==> src/rtl/rv32i_lsu.sv <==
// rv32i_lsu: RV32I load/store unit. Sits between the register bank read ports
// (base/store data) and its write port (rd/we/wdata). It runs one data-bus
// transaction per instruction and returns a one-cycle write-back strobe.
module rv32i_lsu #(
  parameter int AW = 32
) (
  input  logic          clk_i,
  input  logic          rst_in,
  input  logic          start_i,
  input  logic          is_store_i,
  input  logic [2:0]    funct3_i,
  input  logic [31:0]   base_i,
  input  logic [11:0]   offset_i,
  input  logic [31:0]   sdata_i,
  input  logic [3:0]    rd_i,
  output logic          bus_req_o,
  output logic          bus_we_o,
  output logic [AW-1:0] bus_addr_o,
  output logic [3:0]    bus_be_o,
  output logic [31:0]   bus_wdata_o,
  input  logic [31:0]   bus_rdata_i,
  input  logic          bus_ack_i,
  output logic [3:0]    rd_o,
  output logic          we_o,
  output logic [31:0]   wdata_o,
  output logic          busy_o,
  output logic          done_o,
  output logic          fault_o
);

  typedef enum logic [1:0] {IDLE, REQ, RESP} state_t;

  // Captured instruction context needed after the start edge.
  typedef struct packed {
    logic       is_store;
    logic [2:0] funct3;
    logic [1:0] ea_lo;
    logic [3:0] rd;
  } op_t;

  state_t      state_q;
  op_t         op_q;

  logic [31:0] ea;
  logic        f3_bad;
  logic        misal;
  logic [3:0]  be_n;
  logic [31:0] wd_n;
  logic [31:0] ld_data;

  // Effective address, legality and store lane formatting for the incoming op.
  always_comb begin
    ea     = base_i + {{20{offset_i[11]}}, offset_i};
    f3_bad = 1'b0;
    misal  = 1'b0;
    be_n   = 4'b1111;
    wd_n   = sdata_i;
    if (is_store_i)
      f3_bad = !(funct3_i inside {3'b000, 3'b001, 3'b010});
    else
      f3_bad = !(funct3_i inside {3'b000, 3'b001, 3'b010, 3'b100, 3'b101});
    // funct3[1:0] encodes the access size for every legal code
    case (funct3_i[1:0])
      2'b00: begin
        be_n = 4'b0001 << ea[1:0];
        wd_n = {4{sdata_i[7:0]}};
      end
      2'b01: begin
        misal = ea[0];
        be_n  = ea[1] ? 4'b1100 : 4'b0011;
        wd_n  = {2{sdata_i[15:0]}};
      end
      2'b10: misal = (ea[1:0] != 2'b00);
      default: ;
    endcase
  end

  // Lane select and sign/zero extension of the returned bus word.
  always_comb begin
    logic [7:0]  b;
    logic [15:0] h;
    b = bus_rdata_i[8*op_q.ea_lo +: 8];
    h = op_q.ea_lo[1] ? bus_rdata_i[31:16] : bus_rdata_i[15:0];
    case (op_q.funct3)
      3'b000:  ld_data = {{24{b[7]}}, b};
      3'b100:  ld_data = {24'h0, b};
      3'b001:  ld_data = {{16{h[15]}}, h};
      3'b101:  ld_data = {16'h0, h};
      default: ld_data = bus_rdata_i;
    endcase
  end

  assign busy_o = (state_q != IDLE);

  // Control FSM with registered bus and write-back outputs.
  always_ff @(posedge clk_i or negedge rst_in) begin
    if (!rst_in) begin
      state_q     <= IDLE;
      op_q        <= '0;
      bus_req_o   <= 1'b0;
      bus_we_o    <= 1'b0;
      bus_addr_o  <= '0;
      bus_be_o    <= '0;
      bus_wdata_o <= '0;
      rd_o        <= '0;
      we_o        <= 1'b0;
      wdata_o     <= '0;
      done_o      <= 1'b0;
      fault_o     <= 1'b0;
    end else begin
      case (state_q)
        IDLE: begin
          if (start_i) begin
            op_q <= '{is_store: is_store_i, funct3: funct3_i, ea_lo: ea[1:0], rd: rd_i};
            if (f3_bad || misal) begin
              // faults skip the bus entirely and report next cycle
              state_q <= RESP;
              done_o  <= 1'b1;
              fault_o <= 1'b1;
              we_o    <= 1'b0;
              rd_o    <= rd_i;
              wdata_o <= '0;
            end else begin
              state_q     <= REQ;
              bus_req_o   <= 1'b1;
              bus_we_o    <= is_store_i;
              bus_addr_o  <= {ea[AW-1:2], 2'b00};
              bus_be_o    <= be_n;
              bus_wdata_o <= wd_n;
            end
          end
        end
        REQ: begin
          // wait indefinitely for the bus; start_i is ignored here
          if (bus_ack_i) begin
            state_q     <= RESP;
            bus_req_o   <= 1'b0;
            bus_we_o    <= 1'b0;
            bus_addr_o  <= '0;
            bus_be_o    <= '0;
            bus_wdata_o <= '0;
            done_o      <= 1'b1;
            we_o        <= !op_q.is_store;
            rd_o        <= op_q.rd;
            wdata_o     <= op_q.is_store ? 32'h0 : ld_data;
          end
        end
        RESP: begin
          state_q <= IDLE;
          done_o  <= 1'b0;
          we_o    <= 1'b0;
          fault_o <= 1'b0;
        end
        default: state_q <= IDLE;
      endcase
    end
  end

endmodule

==> config.mk <==
export PLATFORM = sky130hd
export DESIGN_NAME = rv32i_lsu
export DESIGN_NICKNAME = d
export VERILOG_FILES = /design/src/rtl/rv32i_lsu.sv
export SDC_FILE = /design/constraint.sdc
export NUM_CORES = 1
export LEC_CHECK = 0
export ABC_AREA = 1
export BUFFER_PORTS_ARGS = -buffer_cell sky130_fd_sc_hd__buf_2
export CORE_MARGIN = 2
export CORE_UTILIZATION = 39
export DETAILED_ROUTE_END_ITERATION = 7
export PLACE_DENSITY = 0.7
export SYNTH_ARGS = -nofsm -noshare
export SYNTH_HDL_FRONTEND = slang
export SYNTH_SLANG_ARGS = --single-unit
==> constraint.sdc <==
create_clock -name clk_i -period 1.55 [get_ports clk_i]
set_clock_uncertainty 0.15 [all_clocks]
set_input_delay 0.31 -clock clk_i [delete_from_list [all_inputs] [get_ports clk_i]]
set_output_delay 0.31 -clock clk_i [all_outputs]
set_load 0.01 [all_outputs]
; ---- Word level (Yosys, flattened, before mapping)
; Cells that the tools add are included.
[totals]
out_inout_bits = 110
elab_cells = 101
inputBits = 120
register_bits = 121
[op_classes]
n_reduce_logical = 21
eq_ne = 15
muxes = 47
n_addsub = 1
shifts = 2
[op_table]
columns = operator, count
row1 = $mux 32, 9
row2 = $pmux 32 s2, 4
row3 = $pmux 32 s4, 1
row4 = $add 32x32->32, 1
row5 = $shiftx 32x6->8, 1
row6 = $mux 4, 7
row7 = $pmux 4 s2, 3
row8 = $mux 16, 1
row9 = $eq 3x3->1 const B, 4
row10 = $mux 1, 12
row11 = $reduce_and 4->1, 3
row12 = $ne 2x2->1 const B, 4
row13 = $pmux 1 s2, 4
row14 = $reduce_bool 2->1, 4
row15 = $eq 3x1->1 const B, 2
row16 = $logic_not 3->1, 2
row17 = $mux 2, 3
row18 = $pmux 1 s3, 2
row19 = $reduce_bool 3->1, 2
row20 = $reduce_bool 5->1, 1
row21 = $eq 2x1->1 const B, 2
row22 = $eq 2x2->1 const B, 2
row23 = $logic_not 2->1, 2
row24 = $pmux 2 s2, 1
row25 = 6 further kinds, 9

; ---- Longest topological paths before layout
; Gate-level depths: netlist of run 1.
[logic_depth]
word_depth = 8
ltp_mapped = 14
depth_no_buf = 12

; ---- Least setup slack after synthesis of run 1
; Ideal clock, no wire load.
[synth_path]
path_type = input-to-reg
start = in base_i[0]
end = reg bus_req_o
cell_stages = 10
path_slack_ps = -606
arrival_time_ps = 1887
path_cell_list = ha_1 -> fa_1 -> o211ai_1 -> nand3_1 -> nand2_1 -> nand2_2 -> buf_6 -> buf_6 -> nand2_1 -> nand2_1
[synth_via]
elab_chain_len = 6
[synth_rtl]
columns = element, line_no
row1 = start: declaration, 12  ; input logic [31:0] base_i,
row2 = $add 32x32->32, 53  ; ea = base_i + {{20{offset_i[11]}}, offset_i};
row3 = via ea[1], 44  ; logic [31:0] ea;
row4 = $reduce_bool 2->1, 73  ; 2'b10: misal = (ea[1:0] != 2'b00);
row5 = $pmux 1 s2, 63  ; case (funct3_i[1:0])
row6 = $logic_or 1x1->1, 115  ; if (f3_bad || misal) begin
row7 = $ne 2x2->1 (no source line), n/a
row8 = $reduce_and 4->1 (no source line), n/a
row9 = end signal: assignment, 100  ; bus_req_o <= 1'b0;
row10 = end signal: assignment, 125  ; bus_req_o <= 1'b1;
row11 = end signal: assignment, 137  ; bus_req_o <= 1'b0;
row12 = end: declaration, 16  ; output logic bus_req_o,
; The timed path passes the listed nets, and every way through them passes these cells.
; A chain may end at the register's enable or synchronous reset.

; ---- Final worst setup path of run 1
[layout_path]
start = in offset_i[0]
end = reg bus_addr_o[16]
[layout_via]
elab_chain_len = 6
[layout_rtl]
columns = element, line_no
row1 = start: declaration, 13  ; input logic [11:0] offset_i,
row2 = $add 32x32->32, 53
row3 = via ea[1], 44
row4 = $reduce_bool 2->1, 73
row5 = $pmux 1 s2, 63
row6 = $logic_or 1x1->1, 115
row7 = $ne 2x2->1 (no source line), n/a
row8 = $reduce_and 4->1 (no source line), n/a
row9 = end signal: assignment, 127  ; bus_addr_o <= {ea[AW-1:2], 2'b00};
row10 = end: declaration, 18  ; output logic [AW-1:0] bus_addr_o,
; The timed path passes the listed nets, and every way through them passes these cells. The select of a mux whose other input is x is not followed.

==> metrics.cfg, run 1 <==
[outcome]
status=finished with violations
violations=negative setup slack

[power]
p_leak_nw=6.76
intPower_mw=10.4
seq_power_share_pct=30.2
clkPwrFrac_pct=21.3
ir_drop_uv=874
p_sw_mw=7.29
power_density_mw_per_mm2=1520
switching_share_pct=41.3
combPwrFrac_pct=48.6

[route]
dr.pass1.iters=5
met2_length_um=12500
wl_met3_um=1230
drc=0
wl_per_cell_um=13.8
via_count=8734
routed_via_density=4.75
drt-met1-wl_um=11100
routed_wl_um=25500
ant_nets=0
drtIter0Drc=467
maxUsedRoutingLayer=met4

[grt]
grt_pass1_vias=8389
track_usage_pct=23.7
grt_pass1_wl_um=41200
grt_max_degree=43
overflow=0
antenna_found_initial=0

[setup_path]
cp-startpoint=offset_i[0]
end_kind=flip-flop
r2r-start=state_q[0]
critPathArrivalTime_ns=2.13
cp-start-kind=input pin
cp.required_ns=1.70
critPathKind=input pin to flip-flop
worstPathMaxFanout=6

[placed_design]
placed_cells=1774
place_hpwl_um=18700
dpl_cell_area_sq_mm=0.0102
place_congestion=0.915
portBuffers=227

[synthesis]
synthCells=1220
syn_area_per_cell_sq_um=6.58
syn_area_sq_mm=0.00803
ys_ff_latch=119
ys_types=38
synth_seq_area_share_pct=37.1
synth_warnings=0

[clock_tree]
ctsRootBufferMaster=clkbuf_16
clkTransAtPathRegs_ns=0.06
htree_num_levels=4
cts_buffer_depth=2
cts_buffers=17
clock-sinks=119
tritoncts=done
clock_latency_ns=0.42

[finish]
antenna_cells=0
nNetsFinal=1712
final_common_cell=nand2_1
design_area_sq_mm=0.0116
final_util_pct=57.3
final_cell_mix=493 x nand2_1, 223 x buf_2, 145 x inv_1
area_delta_synth_final_pct=44.4
drive_above_1_share_pct=31.3
instances_no_fill=1839

[die]
row_count=52
initial_core_util_pct=39.7
dieArea_sq_mm=0.0217
io-pin-count=230
core_region_area_sq_mm=0.0202
die-width_um=147
die_y_um=147

[timing]
period_minus_slack_ns=1.97
finalCritPeriodShare_pct=127
report.final.slew_viol_count=0
max_freq_mhz=506
setup_viol=110
setup_ws_ns=-0.425
setup-tns-final_ns=-39.96
whs_ns=0.00764
final-hold-violation-count=0
rsz0062_at_grt=yes

[hold_path]
hold_path.class=input pin to flip-flop
hp-start=sdata_i[4]

[flow_run]
drv_cap=0

what timing repair did:
item	4_1_cts	5_1_grt
hold buffers	15	0
endpoints found under the setup margin	110	114
buffers inserted	8	2
gates cloned	5	5
gates resized for setup	67	66
pin swaps	14	9
hold endpoints to repair	133	0
layer usage:
| layer | up-vias | GRT usage (%) |
|---|---|---|
| met1 | 3970 | 31.1 |
| met5 | - | 0 |
| met3 | 39 | 3.36 |
| li1 | 4454 | - |
| met2 | 271 | 40.6 |
| met4 | 0 | 7.50 |
through the flow:
stage                     worst slack (ns)  power, mW
after floorplan                     -0.584       9.32
after global placement              -0.831       12.3
after detailed placement            -0.935       12.4
after CTS                           -0.347       17.0
after global routing                -0.510       18.9
final                               -0.425       17.6
power by group through the flow:
stage	registers, mW	clock network [mW]	logic [mW]
after floorplan	5.62	0	3.69
after global placement	5.16	0	7.09
after detailed placement	5.16	0	7.21
after CTS	5.18	3.82	7.99
after global routing	5.48	4.01	9.44
final	5.33	3.75	8.57
area by class of cell:
cell class | count | area (sq um)
clock inverter | 11 | 101
fill | 1947 | 8650
tap | 270 | 338
clock buffer | 20 | 457
sequential | 119 | 2980
inverter | 152 | 583
multi-input combinational | 914 | 4680
timing repair buffer | 353 | 2450
sequential cells by signal (all words and copies together), names as in the netlist:
signal / cells
bus_addr_o: 30
bus_be_o: 4
bus_req_o: 1
bus_wdata_o: 32
bus_we_o: 1
done_o: 1
fault_o: 1
op_q: 10
rd_o: 4
state_q: 2
wdata_o: 32
we_o: 1
worst paths after layout:
check / endpoint / slack (ns) / depth (start not counted)
setup reg to reg: bus_addr_o[16] / -0.31 / 7
hold reg to reg: bus_wdata_o[18] / 0.31 / 2
min in group asynchronous: wdata_o[29] / 0.14 / 2
max in group asynchronous: bus_addr_o[23] / 0.59 / 3
hold / removal: bus_wdata_o[4] / 0.008 / 3
setup / recovery: bus_addr_o[16] / -0.42 / 11
synth_stat cells, drive strengths merged:
master	number	area share, %
clkinv	1	0.047
ha	34	5.3
xor2	1	0.11
and2	1	0.078
inv	151	7.1
a211oi	1	0.25
nor2	85	4.2
o21ai	71	4.8
o21bai	3	0.28
o21a	1	0.094
nand4	5	0.39
xnor2	14	1.5
nor3	5	0.31
dfrtp	119	37
a21o	1	0.094
or2	9	0.70
clkbuf	6	0.28
buf	31	2.8
nand2	558	26
o211ai	4	0.37
fa	1	0.25
a21oi	33	2.1
a31oi	1	0.078
nand3	78	5.0
o221ai	3	0.33
conb	1	0.047
nand3b	2	0.19
cell families after synthesis:
logic type | Yosys count | synth area share, %
simple gates | 743 | 37.1
buf+inv | 189 | 10.2
xor+xnor | 15 | 1.64
other cells | 1 | 0.0467
fa+ha+maj | 35 | 5.55
flops | 119 | 37.1
compound gates | 118 | 8.36
worst max-delay path, stage by stage:
cell	delay [ns]
buf_6	0.10
ha_4	0.15
fa_1	0.49
o211ai_1	0.26
buf_4	0.17
nand3_4	0.10
nand2_8	0.13
nand2_8	0.11
clkbuf_16	0.20
nand2_2	0.06
o21ai_2	0.05
No activity file was read; power rests on OpenSTA's default activity.
==> run 2, diff against run 1 <==
--- a/config.mk
+++ b/config.mk
@@ -11,6 +11,7 @@
 export CORE_UTILIZATION = 39
 export DETAILED_ROUTE_END_ITERATION = 7
 export PLACE_DENSITY = 0.7
+export REMOVE_ABC_BUFFERS = 1
 export SYNTH_ARGS = -nofsm -noshare
 export SYNTH_HDL_FRONTEND = slang
 export SYNTH_SLANG_ARGS = --single-unit
==> metrics.cfg, run 2 (synthesized netlist as in run 1, its figures left out) <==
[placed_design]
pre_cts_ws_ns=-0.849
place_hpwl_um=18700
place_congestion=0.915
portBuffers=227

[timing]
max_freq_mhz=541
finalCritPeriodShare_pct=119
rsz0062_at_grt=yes
final-hold-violation-count=0
setup_ws_ns=-0.298
setup_viol=109
period_minus_slack_ns=1.85
setup-tns-final_ns=-24.71
report.final.slew_viol_count=0

[route]
drc=0
routed_wl_um=25400
routed_via_density=4.78
dr.pass1.iters=5
ant_nets=0
wl_per_cell_um=13.8
drtIter0Drc=484
via_count=8807

[setup_path]
r2r_setup_slack_ns=-0.23
rr_endpoint=bus_wdata_o[29]
cp.required_ns=1.70
cp-endpoint=bus_wdata_o[29]
cp-start-kind=input pin
end_kind=flip-flop
critPathKind=input pin to flip-flop
cp-startpoint=offset_i[0]
critPathArrivalTime_ns=2.00
r2r_cells=8
worstPathMaxFanout=21
r2r-start=state_q[0]

[grt]
overflow=0
track_usage_pct=22.8
grt_max_degree=68
grt_pass1_wl_um=40100
antenna_found_initial=1
grt_pass1_vias=8393

[clock_tree]
clkTransAtPathRegs_ns=0.06
cts_buffer_depth=2
tritoncts=done
clock-sinks=119
htree_num_levels=4
clock_latency_ns=0.41
ctsRootBufferMaster=clkbuf_16
cts_buffers=17

[power]
clkPwrFrac_pct=24.8
power_density_mw_per_mm2=1540
switching_share_pct=39.8
intPower_mw=10.6
seq_power_share_pct=29.5
ir_drop_uv=678
p_leak_nw=6.71
combPwrFrac_pct=45.7
p_sw_mw=7.00

[die]
io-pin-count=230
dieArea_sq_mm=0.0217
row_count=52
die-width_um=147
core_region_area_sq_mm=0.0202
die_y_um=147
initial_core_util_pct=39.7

[finish]
reg.largest.list=bus_wdata_o: 32 flops, wdata_o: 32 flops, bus_addr_o: 30 flops
seqCellArea_sq_mm=0.00298
final_cell_mix=528 x nand2_1, 222 x buf_2, 145 x inv_1
nNetsFinal=1715
multi_input_area_sq_mm=0.00445
area_delta_synth_final_pct=42.0
fill_cells=1967
drive_above_1_share_pct=28.5
final_common_cell=nand2_1

[flow_run]
drv_cap=0

[hold_path]
hold_path.class=input pin to flip-flop

[outcome]
violations=negative setup slack
status=finished with violations

-- run 2: cell types whose count changed in the layout (fill, tap and decap cells not counted), moves of 4 or more --
cell,change
buf_6,+5
nand2_4,-11
o21ai_1,+4
o21ai_2,-4
nor2_1,-7
nand3_1,+16
nand2_1,+35
nor2_2,+8
nand2_2,-22
nand3_2,-17
-- run 2: through the flow --
stage               util, %  area [sq um]  hold WS, ns  instances  total power, mW
floorplan                 -          7780       -0.136       1184             8.88
global placement       50.0         10100        0.186       1782             12.3
detailed placement     50.0         10100        0.186       1782             12.4
CTS                    55.2         11200      0.00146       1839             17.2
global route           56.3         11400      0.00574       1844             18.7
finish                 56.3         11400       0.0170       1844             17.6
-- run 2: power by group through the flow --
stage	registers [mW]	clock network [mW]	logic, mW
2_1_floorplan	5.70	0	3.18
3_3_place_gp	5.14	0	7.15
3_5_place_dp	5.15	0	7.27
4_1_cts	5.14	4.41	7.67
5_1_grt	5.34	4.54	8.86
6_report	5.18	4.35	8.03
-- run 2: critical path: stages --
cell and delay, ns:
buf_6 0.10, ha_4 0.15, fa_2 0.41, o211ai_1 0.24, nand3_1 0.17, nand2_2 0.14
nand2_8 0.10, buf_6 0.18, nand2_1 0.11, o21ai_2 0.07
-- run 2: worst min-delay path by stage --
stage	depth (start not counted)	slack [ns]	end	start
detailed placement	2	0.19	wdata_o[17]	rst_in
global route	3	0.006	bus_wdata_o[31]	sdata_i[31]
finish	3	0.02	bus_wdata_o[25]	sdata_i[25]
CTS	3	0.001	bus_wdata_o[31]	sdata_i[31]
floorplan	0	-0.14	bus_addr_o[10]	rst_in
global placement	2	0.19	wdata_o[17]	rst_in
-- run 2: area by class of cell --
| cell class | instances | area share (%) |
|---|---|---|
| Clock inverter | 13 | 1.70 |
| Clock buffer | 19 | 3.98 |
| Multi-Input combinational cell | 913 | 39.0 |
| Timing Repair Buffer | 357 | 21.0 |
| Inverter | 152 | 5.18 |
| Tap cell | 270 | 2.97 |
| Antenna cell | 1 | 0.0220 |
| Sequential cell | 119 | 26.1 |
-- run 2: repair_timing --
item,CTS,global route
endpoints found under the setup margin,110,111
pin swaps,28,14
gates resized for setup,56,43
hold buffers,18,0
cloned,2,3
buffers inserted,7,1
hold endpoints to repair,136,0
-- run 2: metal layers --
metal / global-route usage, % / vias up / share of wire [%]
met5: 0 / - / 0
met4: 8.65 / 0 / 3.3
met3: 3.06 / 59 / 5.1
met2: 40.8 / 305 / 49
met1: 28.1 / 3986 / 43
li1: - / 4457 / -
